===== src/rtl/time_sync_pkg.sv =====
// Shared constants for the host time-set frame receiver: frame layout,
// error codes and controller state encoding.
package time_sync_pkg;

    localparam logic [7:0] SYNC_HDR         = 8'hA5;
    localparam int         FRAME_DATA_BYTES = 8;

    localparam logic [1:0] ERR_CHKSUM  = 2'b01;
    localparam logic [1:0] ERR_BYTE_TO = 2'b10;
    localparam logic [1:0] ERR_PPS_TO  = 2'b11;

    localparam logic [2:0] ST_IDLE_ENC = 3'd0;
    localparam logic [2:0] ST_DATA_ENC = 3'd1;
    localparam logic [2:0] ST_CHK_ENC  = 3'd2;
    localparam logic [2:0] ST_ARM_ENC  = 3'd3;
    localparam logic [2:0] ST_LOAD_ENC = 3'd4;

    typedef enum logic [2:0] {
        ST_IDLE = ST_IDLE_ENC,
        ST_DATA = ST_DATA_ENC,
        ST_CHK  = ST_CHK_ENC,
        ST_ARM  = ST_ARM_ENC,
        ST_LOAD = ST_LOAD_ENC
    } state_t;

endpackage


===== src/rtl/time_sync_pps_edge_sync.sv =====
// Brings the asynchronous PPS input into the 50 MHz domain through a
// flop chain and emits a one-cycle pulse on each synchronized rising edge.
module pps_edge_sync #(
    parameter int STAGES = 2
) (
    input  logic i_clk_50m,
    input  logic i_rst_n,
    input  logic i_async,
    output logic o_rise
);

    logic [STAGES-1:0] sync_reg;
    logic              prev_reg;

    // Synchronizer chain plus one delayed copy for edge detection
    always_ff @(posedge i_clk_50m or negedge i_rst_n) begin
        if (!i_rst_n) begin
            sync_reg <= '0;
            prev_reg <= 1'b0;
        end else begin
            sync_reg <= {sync_reg[STAGES-2:0], i_async};
            prev_reg <= sync_reg[STAGES-1];
        end
    end

    // Rising edge of the synchronized level
    always_comb begin
        o_rise = sync_reg[STAGES-1] & ~prev_reg;
    end

endmodule


===== src/rtl/time_sync_ctrl.sv =====
// Host time-set frame receiver feeding the timestamp counter.
// Frame: A5, 8 data bytes MSB first, XOR checksum of the data bytes.
// Build option TIME_SYNC_PPS_EN: defer the load to the next PPS rising edge.
module time_sync_ctrl
    import time_sync_pkg::*;
#(
    parameter int BYTE_TIMEOUT = 50_000,
    parameter int PPS_TIMEOUT  = 100_000_000
) (
    input  logic        i_clk_50m,
    input  logic        i_rst_n,
    input  logic        i_cmd_valid,
    input  logic [7:0]  i_cmd_data,
    output logic        o_cmd_ready,
    input  logic        i_pps,
    output logic        o_time_stamp_sig,
    output logic [63:0] o_time_stamp_set,
    output logic        o_sync_err,
    output logic [1:0]  o_err_code,
    output logic [15:0] o_sync_cnt
);

    localparam int             BT_W    = $clog2(BYTE_TIMEOUT);
    localparam logic [BT_W-1:0] BT_LAST = BT_W'(BYTE_TIMEOUT - 1);
    localparam logic [3:0]      IDX_CS  = 4'(FRAME_DATA_BYTES);

    state_t          state_reg, state_next;
    logic            accept;
    logic [63:0]     shift_reg;
    logic [63:0]     set_reg;
    logic [7:0]      xor_reg;
    logic [7:0]      cs_reg;
    logic [3:0]      idx_reg;
    logic [BT_W-1:0] byte_tmr_reg;
    logic [15:0]     cnt_reg;
    logic            err_reg;
    logic [1:0]      err_code_reg;
    logic            err_fire;
    logic [1:0]      err_kind;
    logic            ready;
    logic            load_sig;

`ifdef TIME_SYNC_PPS_EN
    localparam int             PT_W    = $clog2(PPS_TIMEOUT);
    localparam logic [PT_W-1:0] PT_LAST = PT_W'(PPS_TIMEOUT - 1);

    logic [PT_W-1:0] pps_tmr_reg;
    logic            pps_rise;

    pps_edge_sync #(.STAGES(2)) u_pps_edge_sync (
        .i_clk_50m (i_clk_50m),
        .i_rst_n   (i_rst_n),
        .i_async   (i_pps),
        .o_rise    (pps_rise)
    );

    // Cycles spent waiting for PPS; restarts every time ARM is entered
    always_ff @(posedge i_clk_50m or negedge i_rst_n) begin
        if (!i_rst_n) begin
            pps_tmr_reg <= '0;
        end else if (state_reg == ST_ARM) begin
            pps_tmr_reg <= pps_tmr_reg + PT_W'(1);
        end else begin
            pps_tmr_reg <= '0;
        end
    end
`else
    // PPS input and its timeout have no function in this build
    logic unused_pps_cfg;
    assign unused_pps_cfg = i_pps ^ PPS_TIMEOUT[0];
`endif

    assign accept = i_cmd_valid & ready;

    // State register
    always_ff @(posedge i_clk_50m or negedge i_rst_n) begin
        if (!i_rst_n) begin
            state_reg <= ST_IDLE;
        end else begin
            state_reg <= state_next;
        end
    end

    // Next-state decision, including which error (if any) ends the frame
    always_comb begin
        state_next = state_reg;
        err_fire   = 1'b0;
        err_kind   = ERR_CHKSUM;
        case (state_reg)
            ST_IDLE: begin
                if (accept && i_cmd_data == SYNC_HDR) state_next = ST_DATA;
            end
            ST_DATA: begin
                if (accept) begin
                    if (idx_reg == IDX_CS) state_next = ST_CHK;
                end else if (byte_tmr_reg == BT_LAST) begin
                    state_next = ST_IDLE;
                    err_fire   = 1'b1;
                    err_kind   = ERR_BYTE_TO;
                end
            end
            ST_CHK: begin
                if (cs_reg == xor_reg) begin
`ifdef TIME_SYNC_PPS_EN
                    state_next = ST_ARM;
`else
                    state_next = ST_LOAD;
`endif
                end else begin
                    state_next = ST_IDLE;
                    err_fire   = 1'b1;
                    err_kind   = ERR_CHKSUM;
                end
            end
`ifdef TIME_SYNC_PPS_EN
            ST_ARM: begin
                if (pps_rise) begin
                    state_next = ST_LOAD;
                end else if (pps_tmr_reg == PT_LAST) begin
                    state_next = ST_IDLE;
                    err_fire   = 1'b1;
                    err_kind   = ERR_PPS_TO;
                end
            end
`endif
            ST_LOAD: state_next = ST_IDLE;
            default: state_next = ST_IDLE;
        endcase
    end

    // Moore outputs: stall the byte stream after the checksum, strobe in LOAD
    always_comb begin
        ready    = !(state_reg == ST_CHK || state_reg == ST_ARM || state_reg == ST_LOAD);
        load_sig = (state_reg == ST_LOAD);
    end

    // Frame assembly, byte timer, loaded value, counters and error reporting
    always_ff @(posedge i_clk_50m or negedge i_rst_n) begin
        if (!i_rst_n) begin
            shift_reg    <= '0;
            xor_reg      <= '0;
            cs_reg       <= '0;
            idx_reg      <= '0;
            byte_tmr_reg <= '0;
            set_reg      <= '0;
            cnt_reg      <= '0;
            err_reg      <= 1'b0;
            err_code_reg <= '0;
        end else begin
            err_reg <= err_fire;
            if (err_fire) err_code_reg <= err_kind;

            case (state_reg)
                ST_IDLE: begin
                    if (accept && i_cmd_data == SYNC_HDR) begin
                        idx_reg      <= '0;
                        xor_reg      <= '0;
                        byte_tmr_reg <= '0;
                    end
                end
                ST_DATA: begin
                    if (accept) begin
                        byte_tmr_reg <= '0;
                        if (idx_reg != IDX_CS) begin
                            shift_reg <= {shift_reg[55:0], i_cmd_data};
                            xor_reg   <= xor_reg ^ i_cmd_data;
                            idx_reg   <= idx_reg + 4'd1;
                        end else begin
                            cs_reg <= i_cmd_data;
                        end
                    end else begin
                        byte_tmr_reg <= byte_tmr_reg + BT_W'(1);
                    end
                end
                default: ;
            endcase

            // Value is captured on entry to LOAD so it is valid alongside the strobe
            if (state_next == ST_LOAD && state_reg != ST_LOAD) begin
                set_reg <= shift_reg;
                cnt_reg <= cnt_reg + 16'd1;
            end
        end
    end

    assign o_cmd_ready      = ready;
    assign o_time_stamp_sig = load_sig;
    assign o_time_stamp_set = set_reg;
    assign o_sync_err       = err_reg;
    assign o_err_code       = err_code_reg;
    assign o_sync_cnt       = cnt_reg;

endmodule

===== config.mk =====
export PLATFORM = sky130hd
export DESIGN_NAME = time_sync_ctrl
export DESIGN_NICKNAME = d
export VERILOG_FILES = /design/src/rtl/time_sync_pkg.sv /design/src/rtl/time_sync_pps_edge_sync.sv /design/src/rtl/time_sync_ctrl.sv
export SDC_FILE = /design/constraint.sdc
export NUM_CORES = 1
export LEC_CHECK = 0
export BUFFER_PORTS_ARGS = -buffer_cell sky130_fd_sc_hd__buf_2
export CORE_ASPECT_RATIO = 0.9
export CORE_MARGIN = 2
export CORE_UTILIZATION = 45
export CTS_CLUSTER_DIAMETER = 150
export CTS_CLUSTER_SIZE = 20
export DETAILED_ROUTE_END_ITERATION = 8
export PLACE_DENSITY = 0.76
export SLEW_MARGIN = 40
export SYNTH_ARGS = -nofsm -noshare
export SYNTH_HDL_FRONTEND = slang
export SYNTH_SLANG_ARGS = --single-unit
export TNS_END_PERCENT = 20

===== constraint.sdc =====
create_clock -name i_clk_50m -period 3.1 [get_ports i_clk_50m]
set_input_delay 0 -clock i_clk_50m [delete_from_list [all_inputs] [get_ports i_clk_50m]]
set_output_delay 0 -clock i_clk_50m [all_outputs]
set_load 0.1 [all_outputs]

==> reports/metrics.csv, run 1 <==
stage,metric,value,unit
power_and_ir_drop,sw power,1450,µW
synth,synthesized instance count,681,
global_routing,total congestion overflow,0,
power_and_ir_drop,Power per Cell Area,636,mW/mm²
sta,Tightest Pin Transition,0.758,ns
power_and_ir_drop,combinational power share,9.1,%
sta,Fin Hold WS,0.145,ns
route,wire per inst,15.4,µm
clock_tree,CTS tree,done,
place,input/output buffers,95,
global_routing,antenna violations before repair,0,
setup_path,critical-path maximum fanout,42,
clock_tree,# hold bufs at CTS,9,
hold_path,hold path start,i_cmd_valid,
synth,Syn Area/Cell,11.1,µm²
route,met3 WL post-DR,566,µm
synth,sequential area share after synthesis,61.6,%
setup_path,WP buf/inv,2,
sta,crit share post-route,76.8,%
floorplan,Die Y,127,µm
sta,setup violators final,0,
hold_path,worst hold endpoint,byte_tmr_reg[12]$_DFFE_PN0P_,
clock_tree,Setup Buffers After CTS,0,
route,Highest Signal Layer,met4,
power_and_ir_drop,clock power share,40.6,%
setup_path,"Req. time, crit path",3.40,ns
synth,mapped cell area,0.00755,mm²
synth,Post-synth EDFFs,0,
setup_path,startpoint types,register,
global_routing,vias in the first global route,4955,
finish,Nets,799,
floorplan,row cnt,44,
setup_path,CP endpoint kind,register,
clock_tree,clock sink count,186,
power_and_ir_drop,total power,5690,µW
clock_tree,total CTS buffers,17,
power_and_ir_drop,cell internal pwr,4240,µW
finish,n_diodes,0,
synth,synth warn,0,
clock_tree,H-tree lvl count,4,
synth,most common cell in the synthesized netlist,nand2_1,
synth,Unique masters post-synth,40,
route,final wirelength,15400,µm
clock_tree,clk_lat worst skew,0.42,ns
setup_path,worst-path cell chain,"or3b_4, or3_1, clkinv_2, buf_12, mux2_2",
route,ANT nets after route,0,
run_status,status,"finished, final reports clean",
sta,Tmin final,2.38,ns
finish,design area,0.00895,mm²
setup_path,CP peak stage delay,0.47,ns
global_routing,first-pass GRT wire length,25500,µm
sta,clock skew,0.0124,ns
floorplan,core area,0.0163,mm²
setup_path,R2R Setup Slk,0.72,ns
floorplan,I/O pins,97,
finish,non-filler instance count after layout,1003,
floorplan,initial core utilization,46.4,%
power_and_ir_drop,leakage dissipation,0.00484,µW
route,met2 wire length,7190,µm
place,placed instance count,962,
route,DR vias/cell,5.17,
setup_path,CP Data Arrival Time,2.68,ns
sta,maximum clock frequency,0.420,GHz
run,MaxCap Viol Count,0,
clock_tree,clk buf depth,2,
route,routed vias,5183,
route,DRC marker count from the first detailed-route iteration,364,
setup_path,R2R Path End,o_time_stamp_set[16]$_DFFE_PN0P_,
place,routability cong.,0.767,
global_routing,Total Routing Usage GR,18.1,%
place,dpl cell area,0.00823,mm²
hold_path,hold depth,5,
clock_tree,post_cts resized,0,
synth,main area contributors after synthesis,"dfrtp_1 62%, nand2_1 11%, mux2_2 10%",
power_and_ir_drop,Sequential Power Share,50.2,%
synth,Yosys top cell area share,61.6,%
place,DP HPWL,10100,µm
setup_path,Worst Setup SP,state_reg[0]$_DFF_PN0_,
floorplan,Die Width,141,µm
synth,top post-synthesis cells by count,"212 x nand2_1, 186 x dfrtp_1, 67 x mux2_2",
sta,Setup TNS,0,ns
hold_path,Hold Crit Class,in -> reg,
floorplan,die area,0.0178,mm²
clock_tree,clk slew on worst S/H paths,0.07,ns
setup_path,RR Startpoint,state_reg[0]$_DFF_PN0_,
setup_path,critical path's top delay family,simple AND/OR/NAND/NOR gates,
route,DRC violation count after routing,0,
finish,Synth-to-Final Area Change,18.5,%
power_and_ir_drop,switch share,25.5,%
sta,Slew Limit Fails,0,
route,met1 WL,7460,µm
finish,layout cells sized above 1,26.0,%
power_and_ir_drop,Peak VDD IR,453,µV
synth,Yosys top cell by area,dfrtp_1,
global_routing,largest net degree at the start of global routing,77,
sta,RSZ-0062 raised after global routing,false,
clock_tree,Root Driver,clkbuf_16,
setup_path,CP max stage cell,dfrtp_1,
sta,final hold viol count,0,
synth,number of synthesized register bits,186,
synth,Post-synth ARST share,100,%
synth,Main synth FF type,dfrtp_1,
synth,syn_nets,697,
route,DRT Pass-1 Iters,5,
setup_path,Worst R2R Path Depth,5,
setup_path,critical path class,reg -> reg,
sta,relative slew slack,49.3,%
-- cell families after synthesis --
group,after synthesis,synth area share (%)
AOI/OAI and AO/OA,42,3.13
buffers and inverters,40,2.78
xor gates and xnor gates,33,3.83
DFF,186,61.6
and+or+nand+nor,303,17.1
muxes,73,10.9
adders and majority gates,4,0.663
-- placed cells by master (no fill, tap or decap), types with 2 or more instances in the layout --
cell type | netlist | final
buf_2 | 1 | 94
ha_1 | 4 | 4
nor2_1 | 33 | 33
o21ai_0 | 16 | 16
nor4b_1 | 2 | 2
nor4_1 | 5 | 5
buf_4 | 3 | 8
mux2_2 | 67 | 67
nor3b_1 | 2 | 2
mux2_1 | 6 | 6
buf_12 | 0 | 2
a21oi_1 | 14 | 14
clkbuf_16 | 0 | 17
inv_6 | 0 | 4
clkbuf_1 | 17 | 2
xnor2_1 | 18 | 18
o31ai_1 | 4 | 4
bufinv_16 | 0 | 4
a31oi_1 | 4 | 4
clkinv_4 | 0 | 3
dlygate4sd3_1 | 0 | 9
or3_1 | 5 | 5
and2_1 | 2 | 2
nand2_1 | 212 | 212
nand3b_1 | 3 | 3
clkinv_2 | 1 | 2
xor2_1 | 15 | 15
nand3_1 | 11 | 11
inv_1 | 8 | 8
nor3_1 | 4 | 3
dfrtp_1 | 186 | 186
and3_1 | 6 | 6
nand4_1 | 12 | 12
-- worst max path at each step --
stage	cells after the start	end
floorplan	3	o_cmd_ready
global placement	5	o_time_stamp_set[8]$_DFFE_PN0P_
detailed placement	5	o_time_stamp_set[16]$_DFFE_PN0P_
CTS	5	o_time_stamp_set[16]$_DFFE_PN0P_
global route	5	o_time_stamp_set[8]$_DFFE_PN0P_
finish	5	o_time_stamp_set[16]$_DFFE_PN0P_
-- stage by stage --
| stage | utilization, % | setup WS [ns] |
|---|---|---|
| after floorplan | - | 0.503 |
| after global placement | 50.5 | 0.772 |
| after detailed placement | 50.5 | 0.723 |
| after CTS | 54.9 | 0.700 |
| after global routing | 54.9 | 0.623 |
| final | 54.9 | 0.718 |
-- worst min-delay path: cells and delay by family --
family                 cells  cell delay (ns)
AOI/OAI and AO/OA          1             0.06
and+or+nand+nor            2             0.14
buffers and inverters      2             0.32
-- layout make-up --
class / instances / area (µm²)
tap: 207 / 259
fill: 1356 / 7340
sequential: 186 / 4650
clock buffer: 20 / 447
multi-input combinational: 455 / 2700
clock inverter: 12 / 186
timing repair buffer: 114 / 672
inverter: 9 / 35.0
-- power groups by stage --
stage	clock [µW]	combinational, µW	sequential, µW
2_1_floorplan	0	358	2850
3_3_place_gp	0	496	2890
3_5_place_dp	0	513	2900
4_1_cts	2350	531	2860
5_1_grt	2460	603	2890
6_report	2310	521	2860
-- layer usage --
metal / GRT usage [%] / vias to the layer above
li1: - / 2475
met1: 25.9 / 2589
met2: 28.0 / 107
met3: 4.11 / 12
met4: 5.06 / 0
met5: 0 / -
Power figures use the tool's default switching activity.
==> inputs of run 2 (changes only) <==
- ABC_AREA: unset -> 1
- PLACE_DENSITY: 0.76 -> 0.75
- clock period: 3.1 -> 2.3 ns (I/O delays scaled with it)
==> run 2 against run 1 <==
Effect of this change: utilization down 1.3 points; critical path depth is 3 higher; sequential power increased by 55%; die area grew 10%; worst setup slack got worse by 0.36 ns; non-clock buffer count grew 10; synthesized area up 11%; total power rose by 50%; combinational power is 130% higher; critical path type unchanged; largest cell class unchanged; largest power group unchanged.
==> reports/metrics.csv, run 2 <==
stage,metric,value,unit,change
synth,syn_nets,1048,,was 697
synth,Main synth FF type,dfrtp_1,,unchanged
power_and_ir_drop,Sequential Power Share,51.9,%,was 50.2%
sta,Slew Limit Fails,0,,unchanged
finish,Synth-to-Final Area Change,17.5,%,was 18.5%
synth,most common cell in the synthesized netlist,nand2_1,,unchanged
route,DRC violation count after routing,0,,unchanged
global_routing,Total Routing Usage GR,20.2,%,was 18.1%
power_and_ir_drop,switch share,29.9,%,was 25.5%
global_routing,first-pass GRT wire length,32100,µm,was 25500 µm
synth,number of synthesized register bits,186,,unchanged
setup_path,critical-path maximum fanout,73,,was 42
hold_path,Hold Crit Class,in -> reg,,unchanged
power_and_ir_drop,clock power share,33.9,%,was 40.6%
route,DRT Pass-1 Iters,5,,unchanged
route,met2 wire length,8830,µm,was 7190 µm
synth,sequential area share after synthesis,55.8,%,was 61.6%
power_and_ir_drop,sw power,2550,µW,was 1450 µW
clock_tree,post_cts resized,0,,unchanged
finish,layout cells sized above 1,13.7,%,was 26.0%
route,met3 WL post-DR,883,µm,was 566 µm
route,final wirelength,18800,µm,was 15400 µm
sta,Fin Hold WS,0.0298,ns,was 0.145 ns
sta,final hold viol count,0,,unchanged
route,ANT nets after route,0,,unchanged
place,routability cong.,0.896,,was 0.767
sta,crit share post-route,84.6,%,was 76.8%
route,met1 WL,8650,µm,was 7460 µm
floorplan,core area,0.0183,mm²,was 0.0163 mm²
power_and_ir_drop,leakage dissipation,0.00523,µW,was 0.00484 µW
synth,Post-synth ARST share,100,%,unchanged
global_routing,vias in the first global route,6621,,was 4955
route,wire per inst,13.5,µm,was 15.4 µm
place,Place WS,0.378,ns,was 0.723 ns
setup_path,CP endpoint kind,register,,unchanged
finish,n_diodes,0,,unchanged
run_status,status,"finished, final reports clean",,unchanged
global_routing,largest net degree at the start of global routing,82,,was 77
synth,top post-synthesis cells by count,"357 x nand2_1, 186 x dfrtp_1, 108 x nand3_1",,"was 212 x nand2_1, 186 x dfrtp_1, 67 x mux2_2"
finish,Nets,1145,,was 799
setup_path,CP Data Arrival Time,2.30,ns,was 2.68 ns
finish,most frequent cells in the layout,"357 x nand2_1, 186 x dfrtp_1, 107 x nand3_1, 95 x nor2_1, 94 x buf_2",,"was 212 x nand2_1, 186 x dfrtp_1, 94 x buf_2, 67 x mux2_2, 33 x nor2_1"
sta,setup violators final,0,,unchanged
synth,Post-synth EDFFs,0,,unchanged
floorplan,Die Width,148,µm,was 141 µm
synth,Syn Area/Cell,8.09,µm²,was 11.1 µm²
power_and_ir_drop,total power,8520,µW,was 5690 µW
sta,RSZ-0062 raised after global routing,false,,unchanged
sta,relative slew slack,56.7,%,was 49.3%
setup_path,R2R Setup Slk,0.35,ns,was 0.72 ns
place,dpl cell area,0.00913,mm²,was 0.00823 mm²
floorplan,row cnt,47,,was 44
floorplan,I/O pins,97,,unchanged
route,DR vias/cell,5.03,,was 5.17
run,MaxCap Viol Count,0,,unchanged
synth,Yosys top cell area share,55.8,%,was 61.6%
synth,synthesized instance count,1032,,was 681
finish,design area,0.00981,mm²,was 0.00895 mm²
route,DRC marker count from the first detailed-route iteration,557,,was 364
route,routed vias,6971,,was 5183
sta,Tightest Pin Transition,0.649,ns,was 0.758 ns
sta,clock skew,0.0103,ns,was 0.0124 ns
sta,Tmin final,1.95,ns,was 2.38 ns
power_and_ir_drop,combinational power share,14.2,%,was 9.1%
floorplan,initial core utilization,45.6,%,was 46.4%
place,input/output buffers,95,,unchanged
clock_tree,clk slew on worst S/H paths,0.06,ns,was 0.07 ns
synth,Unique masters post-synth,26,,was 40
sta,Setup TNS,0,ns,unchanged
synth,main area contributors after synthesis,"dfrtp_1 56%, nand2_1 16%, nand3_1 6.5%",,"was dfrtp_1 62%, nand2_1 11%, mux2_2 10%"
place,DP HPWL,12700,µm,was 10100 µm
power_and_ir_drop,cell internal pwr,5980,µW,was 4240 µW
setup_path,startpoint types,register,,unchanged
sta,maximum clock frequency,0.514,GHz,was 0.420 GHz
synth,synth warn,0,,unchanged
clock_tree,Root Driver,clkbuf_16,,unchanged
clock_tree,clk buf depth,2,,unchanged
power_and_ir_drop,Peak VDD IR,466,µV,was 453 µV
floorplan,Die Y,133,µm,was 127 µm
clock_tree,CTS tree,done,,unchanged
global_routing,total congestion overflow,0,,unchanged
setup_path,critical path class,reg -> reg,,unchanged
route,Highest Signal Layer,met4,,unchanged
clock_tree,clk_lat worst skew,0.44,ns,was 0.42 ns
clock_tree,clock sink count,186,,unchanged
finish,"commonest non-fill, non-tap cell in the layout",nand2_1,,unchanged
floorplan,die area,0.0197,mm²,was 0.0178 mm²
synth,Yosys top cell by area,dfrtp_1,,unchanged
power_and_ir_drop,Power per Cell Area,869,mW/mm²,was 636 mW/mm²
sta,Worst Slack Setup Final,0.354,ns,was 0.718 ns
clock_tree,total CTS buffers,17,,unchanged
synth,mapped cell area,0.00835,mm²,was 0.00755 mm²
clock_tree,H-tree lvl count,4,,unchanged
global_routing,antenna violations before repair,0,,unchanged
setup_path,"Req. time, crit path",2.65,ns,was 3.40 ns
-- run 2: worst paths after layout --
check / cells after the start / start / to
min: 3 / i_cmd_valid / state_reg[1]$_DFF_PN0_
min reg2reg: 2 / o_time_stamp_set[12]$_DFFE_PN0P_ / o_time_stamp_set[12]$_DFFE_PN0P_
max in group asynchronous: 3 / i_rst_n / shift_reg[36]$_DFFE_PN0P_
max reg2reg: 8 / idx_reg[0]$_DFFE_PN0P_ / shift_reg[56]$_DFFE_PN0P_
min in group asynchronous: 2 / i_rst_n / o_time_stamp_set[30]$_DFFE_PN0P_
max: 8 / idx_reg[0]$_DFFE_PN0P_ / shift_reg[56]$_DFFE_PN0P_
-- run 2: critical path: stages, from the launching register on --
cell,delay [ns]
dfrtp_1,0.44
inv_1,0.07
ha_1,0.20
nand2_1,0.13
nor2_1,0.13
nor2_4,0.36
buf_12,0.32
nor2_1,0.07
a21oi_1,0.13
-- run 2: final cells by class --
cell class	count	area (µm²)
multi-input cells	707	3140
well taps	245	307
clock inverters	12	133
fillers	1708	8480
flip-flops and latches	186	4650
repair buffers	124	762
inverters	93	349
clock buffers	20	457
-- run 2: kinds of logic after synthesis --
logic type	synth area share, %
fa+ha+maj	0.600
buf+inv	6.80
xor+xnor	1.57
simple gates	29.4
compound gates	5.85
flops	55.8
-- run 2: through the flow --
step,std cells,utilization (%)
2_1_floorplan,1032,-
3_3_place_gp,1346,49.9
3_5_place_dp,1346,49.9
4_1_cts,1387,53.6
5_1_grt,1387,53.6
6_report,1387,53.6
-- run 2: power groups by stage --
stage / clock network [µW] / logic, µW / registers [µW]
global route: 3090 / 1440 / 4520
finish: 2890 / 1210 / 4430
detailed placement: 0 / 1190 / 4480
floorplan: 0 / 889 / 4330
global placement: 0 / 1130 / 4460
CTS: 2930 / 1220 / 4420
-- run 2: repair_timing --
action,CTS,global route
setup buffers,0,0
hold buffers,9,0
hold endpoints to repair,98,0
-- run 2: layer usage --
metal  vias up  GRT usage, %
met5         -             0
met4         0          6.25
li1       3455             -
met3        28          4.21
met1      3317          28.2
met2       171          31.8
==> inputs of run 3 (changes only) <==
- PLACE_DENSITY: 0.75 -> 0.78
- clock period: 2.3 -> 1.6 ns (I/O delays scaled with it)
==> run 3 against run 2 <==
Effect of this change: sequential share of layout area is 4.8 points lower; the flow now finishes with violations (negative setup slack); clock power is 50% higher; largest cell class unchanged; utilization is 6.3 points higher; worst setup slack worse by 0.47 ns; first-iteration DRC count is 19% higher; highest routed layer unchanged; final cell count is 3.6% higher; maximum frequency is 13% higher.
==> reports/metrics.csv, run 3 (synthesis gave the netlist of run 2 again) <==
stage,metric,value,unit,change
sta,Tightest Pin Transition,0.509,ns,was 0.649 ns
finish,"commonest non-fill, non-tap cell in the layout",nand2_1,,unchanged
sta,maximum clock frequency,0.583,GHz,was 0.514 GHz
power_and_ir_drop,Sequential Power Share,49.5,%,was 51.9%
sta,Tmin final,1.72,ns,was 1.95 ns
floorplan,initial core utilization,45.6,%,unchanged
sta,final hold viol count,0,,unchanged
finish,Synth-to-Final Area Change,31.3,%,was 17.5%
clock_tree,Root Driver,clkbuf_16,,unchanged
power_and_ir_drop,leakage dissipation,0.00567,µW,was 0.00523 µW
run_status,failing checks,negative setup slack,,
floorplan,I/O pins,97,,unchanged
power_and_ir_drop,Peak VDD IR,777,µV,was 466 µV
clock_tree,CTS tree,done,,unchanged
route,wire per inst,16.2,µm,was 13.5 µm
clock_tree,clock sink count,186,,unchanged
power_and_ir_drop,clock power share,32.8,%,was 33.9%
power_and_ir_drop,total power,13200,µW,was 8520 µW
sta,Worst Slack Setup Final,-0.117,ns,was 0.354 ns
floorplan,Die Y,133,µm,unchanged
clock_tree,clk buf depth,2,,unchanged
global_routing,total congestion overflow,0,,unchanged
sta,Slew Limit Fails,0,,unchanged
clock_tree,clk_lat worst skew,0.44,ns,about the same
floorplan,die area,0.0197,mm²,unchanged
place,DP HPWL,13300,µm,was 12700 µm
setup_path,CP max stage cell,dfrtp_1,,unchanged
power_and_ir_drop,combinational power share,17.7,%,was 14.2%
sta,Setup TNS,-2.45,ns,was 0 ns
route,final wirelength,23300,µm,was 18800 µm
setup_path,worst-path cell chain,"inv_2, ha_2, nand2_2, nor2_2, buf_4, nor2_4, buf_8, clkbuf_16, nor2_1, a21oi_1",,"was inv_1, ha_1, nand2_1, nor2_1, nor2_4, buf_12, nor2_1, a21oi_1"
route,DRC marker count from the first detailed-route iteration,662,,was 557
setup_path,startpoint types,register,,unchanged
power_and_ir_drop,sw power,4310,µW,was 2550 µW
power_and_ir_drop,switch share,32.5,%,was 29.9%
route,DRT Pass-1 Iters,5,,unchanged
finish,n_diodes,0,,unchanged
place,routability cong.,0.869,,was 0.896
floorplan,core area,0.0183,mm²,unchanged
sta,RSZ-0062 raised after global routing,true,,was false
global_routing,largest net degree at the start of global routing,71,,was 82
finish,Nets,1195,,was 1145
route,routed vias,7482,,was 6971
route,ANT nets after route,0,,unchanged
global_routing,vias in the first global route,6573,,was 6621
finish,layout cells sized above 1,25.0,%,was 13.7%
setup_path,"Req. time, crit path",1.96,ns,was 2.65 ns
floorplan,Die Width,148,µm,unchanged
power_and_ir_drop,cell internal pwr,8930,µW,was 5980 µW
finish,non-filler instance count after layout,1437,,was 1387
setup_path,CP endpoint kind,register,,unchanged
hold_path,Hold Crit Class,in -> reg,,unchanged
power_and_ir_drop,Power per Cell Area,1210,mW/mm²,was 869 mW/mm²
clock_tree,clk slew on worst S/H paths,0.07,ns,was 0.06 ns
setup_path,CP peak stage delay,0.37,ns,was 0.44 ns
sta,clock skew,0.0101,ns,was 0.0103 ns
sta,crit share post-route,107,%,was 84.6%
sta,Fin Hold WS,0.0113,ns,was 0.0298 ns
run_status,status,"finished, violations left",,"was finished, final reports clean"
route,DRC violation count after routing,0,,unchanged
setup_path,critical path class,reg -> reg,,unchanged
setup_path,CP Data Arrival Time,2.07,ns,was 2.30 ns
global_routing,antenna violations before repair,0,,unchanged
place,input/output buffers,95,,unchanged
clock_tree,total CTS buffers,17,,unchanged
floorplan,row cnt,47,,unchanged
run,MaxCap Viol Count,0,,unchanged
setup_path,critical-path maximum fanout,7,,was 73
sta,setup violators final,51,,was 0
global_routing,Total Routing Usage GR,20.2,%,about the same
finish,most frequent cells in the layout,"338 x nand2_1, 172 x dfrtp_1, 92 x buf_2, 86 x inv_1",,"was 357 x nand2_1, 186 x dfrtp_1, 107 x nand3_1, 95 x nor2_1, 94 x buf_2"
place,placed instance count,1360,,was 1346
finish,final core area utilization,59.9,%,was 53.6%
sta,relative slew slack,66.3,%,was 56.7%
route,DR vias/cell,5.21,,was 5.03
clock_tree,H-tree lvl count,4,,unchanged
global_routing,first-pass GRT wire length,32200,µm,was 32100 µm
==> run 3: per-stage QoR <==
step | cell area, µm² | setup slack (ns)
after floorplan | 8390 | -0.0309
after global placement | 9350 | 0.0101
after detailed placement | 9350 | -0.0849
after CTS | 10100 | -0.0739
after global routing | 11000 | -0.187
final | 11000 | -0.117
==> run 3: final timing paths <==
| kind | from | end | slack (ns) | cells after the start |
|---|---|---|---|---|
| max | idx_reg[0]$_DFFE_PN0P_ | shift_reg[27]$_DFFE_PN0P_ | -0.12 | 10 |
| min | i_cmd_valid | o_err_code[1]$_DFFE_PN0P_ | 0.01 | 4 |
| max reg2reg | idx_reg[0]$_DFFE_PN0P_ | shift_reg[27]$_DFFE_PN0P_ | -0.12 | 10 |
| min reg2reg | o_time_stamp_set[34]$_DFFE_PN0P_ | o_time_stamp_set[34]$_DFFE_PN0P_ | 0.47 | 2 |
| max in group asynchronous | i_rst_n | o_time_stamp_set[53]$_DFFE_PN0P_ | 0.89 | 3 |
| min in group asynchronous | i_rst_n | shift_reg[41]$_DFFE_PN0P_ | 0.06 | 2 |
==> run 3: final cells by class <==
class | instances | area (µm²)
Fill cell | 1490 | 7330
Tap cell | 245 | 307
Multi-Input combinational cell | 707 | 3480
Timing Repair Buffer | 174 | 1530
Clock inverter | 14 | 176
Clock buffer | 18 | 439
Inverter | 93 | 349
Sequential cell | 186 | 4680
==> run 3: power by group through the flow <==
stage	registers (µW)	logic (µW)	clock network [µW]
2_1_floorplan	6220	1280	0
3_3_place_gp	6440	1670	0
3_5_place_dp	6450	1760	0
4_1_cts	6380	1820	4370
5_1_grt	6640	2620	4610
6_report	6550	2340	4340
==> run 3: timing repair <==
action | CTS | global route
buffers inserted | 1 | 15
gates cloned | 0 | 20
hold endpoints to repair | 206 | 0
setup endpoints to repair | 31 | 165
hold buffers | 9 | 0
pin swaps | 1 | 31
gates resized for setup | 9 | 105
==> run 3: per-layer routing <==
metal	vias to the layer above	GRT usage, %	wire [µm]
li1	3565	-	-
met4	0	5.45	507
met5	-	0	0
met1	3621	27.8	10000
met3	41	4.01	1290
met2	255	32.9	11500
==> run 3: worst max-delay path: cells and delay by family (launching register included) <==
family,cells,cell delay (ns)
and+or+nand+nor,4,0.39
buffers and inverters,4,0.57
DFF,1,0.37
AOI/OAI and AO/OA,1,0.13
adders and majority gates,1,0.18
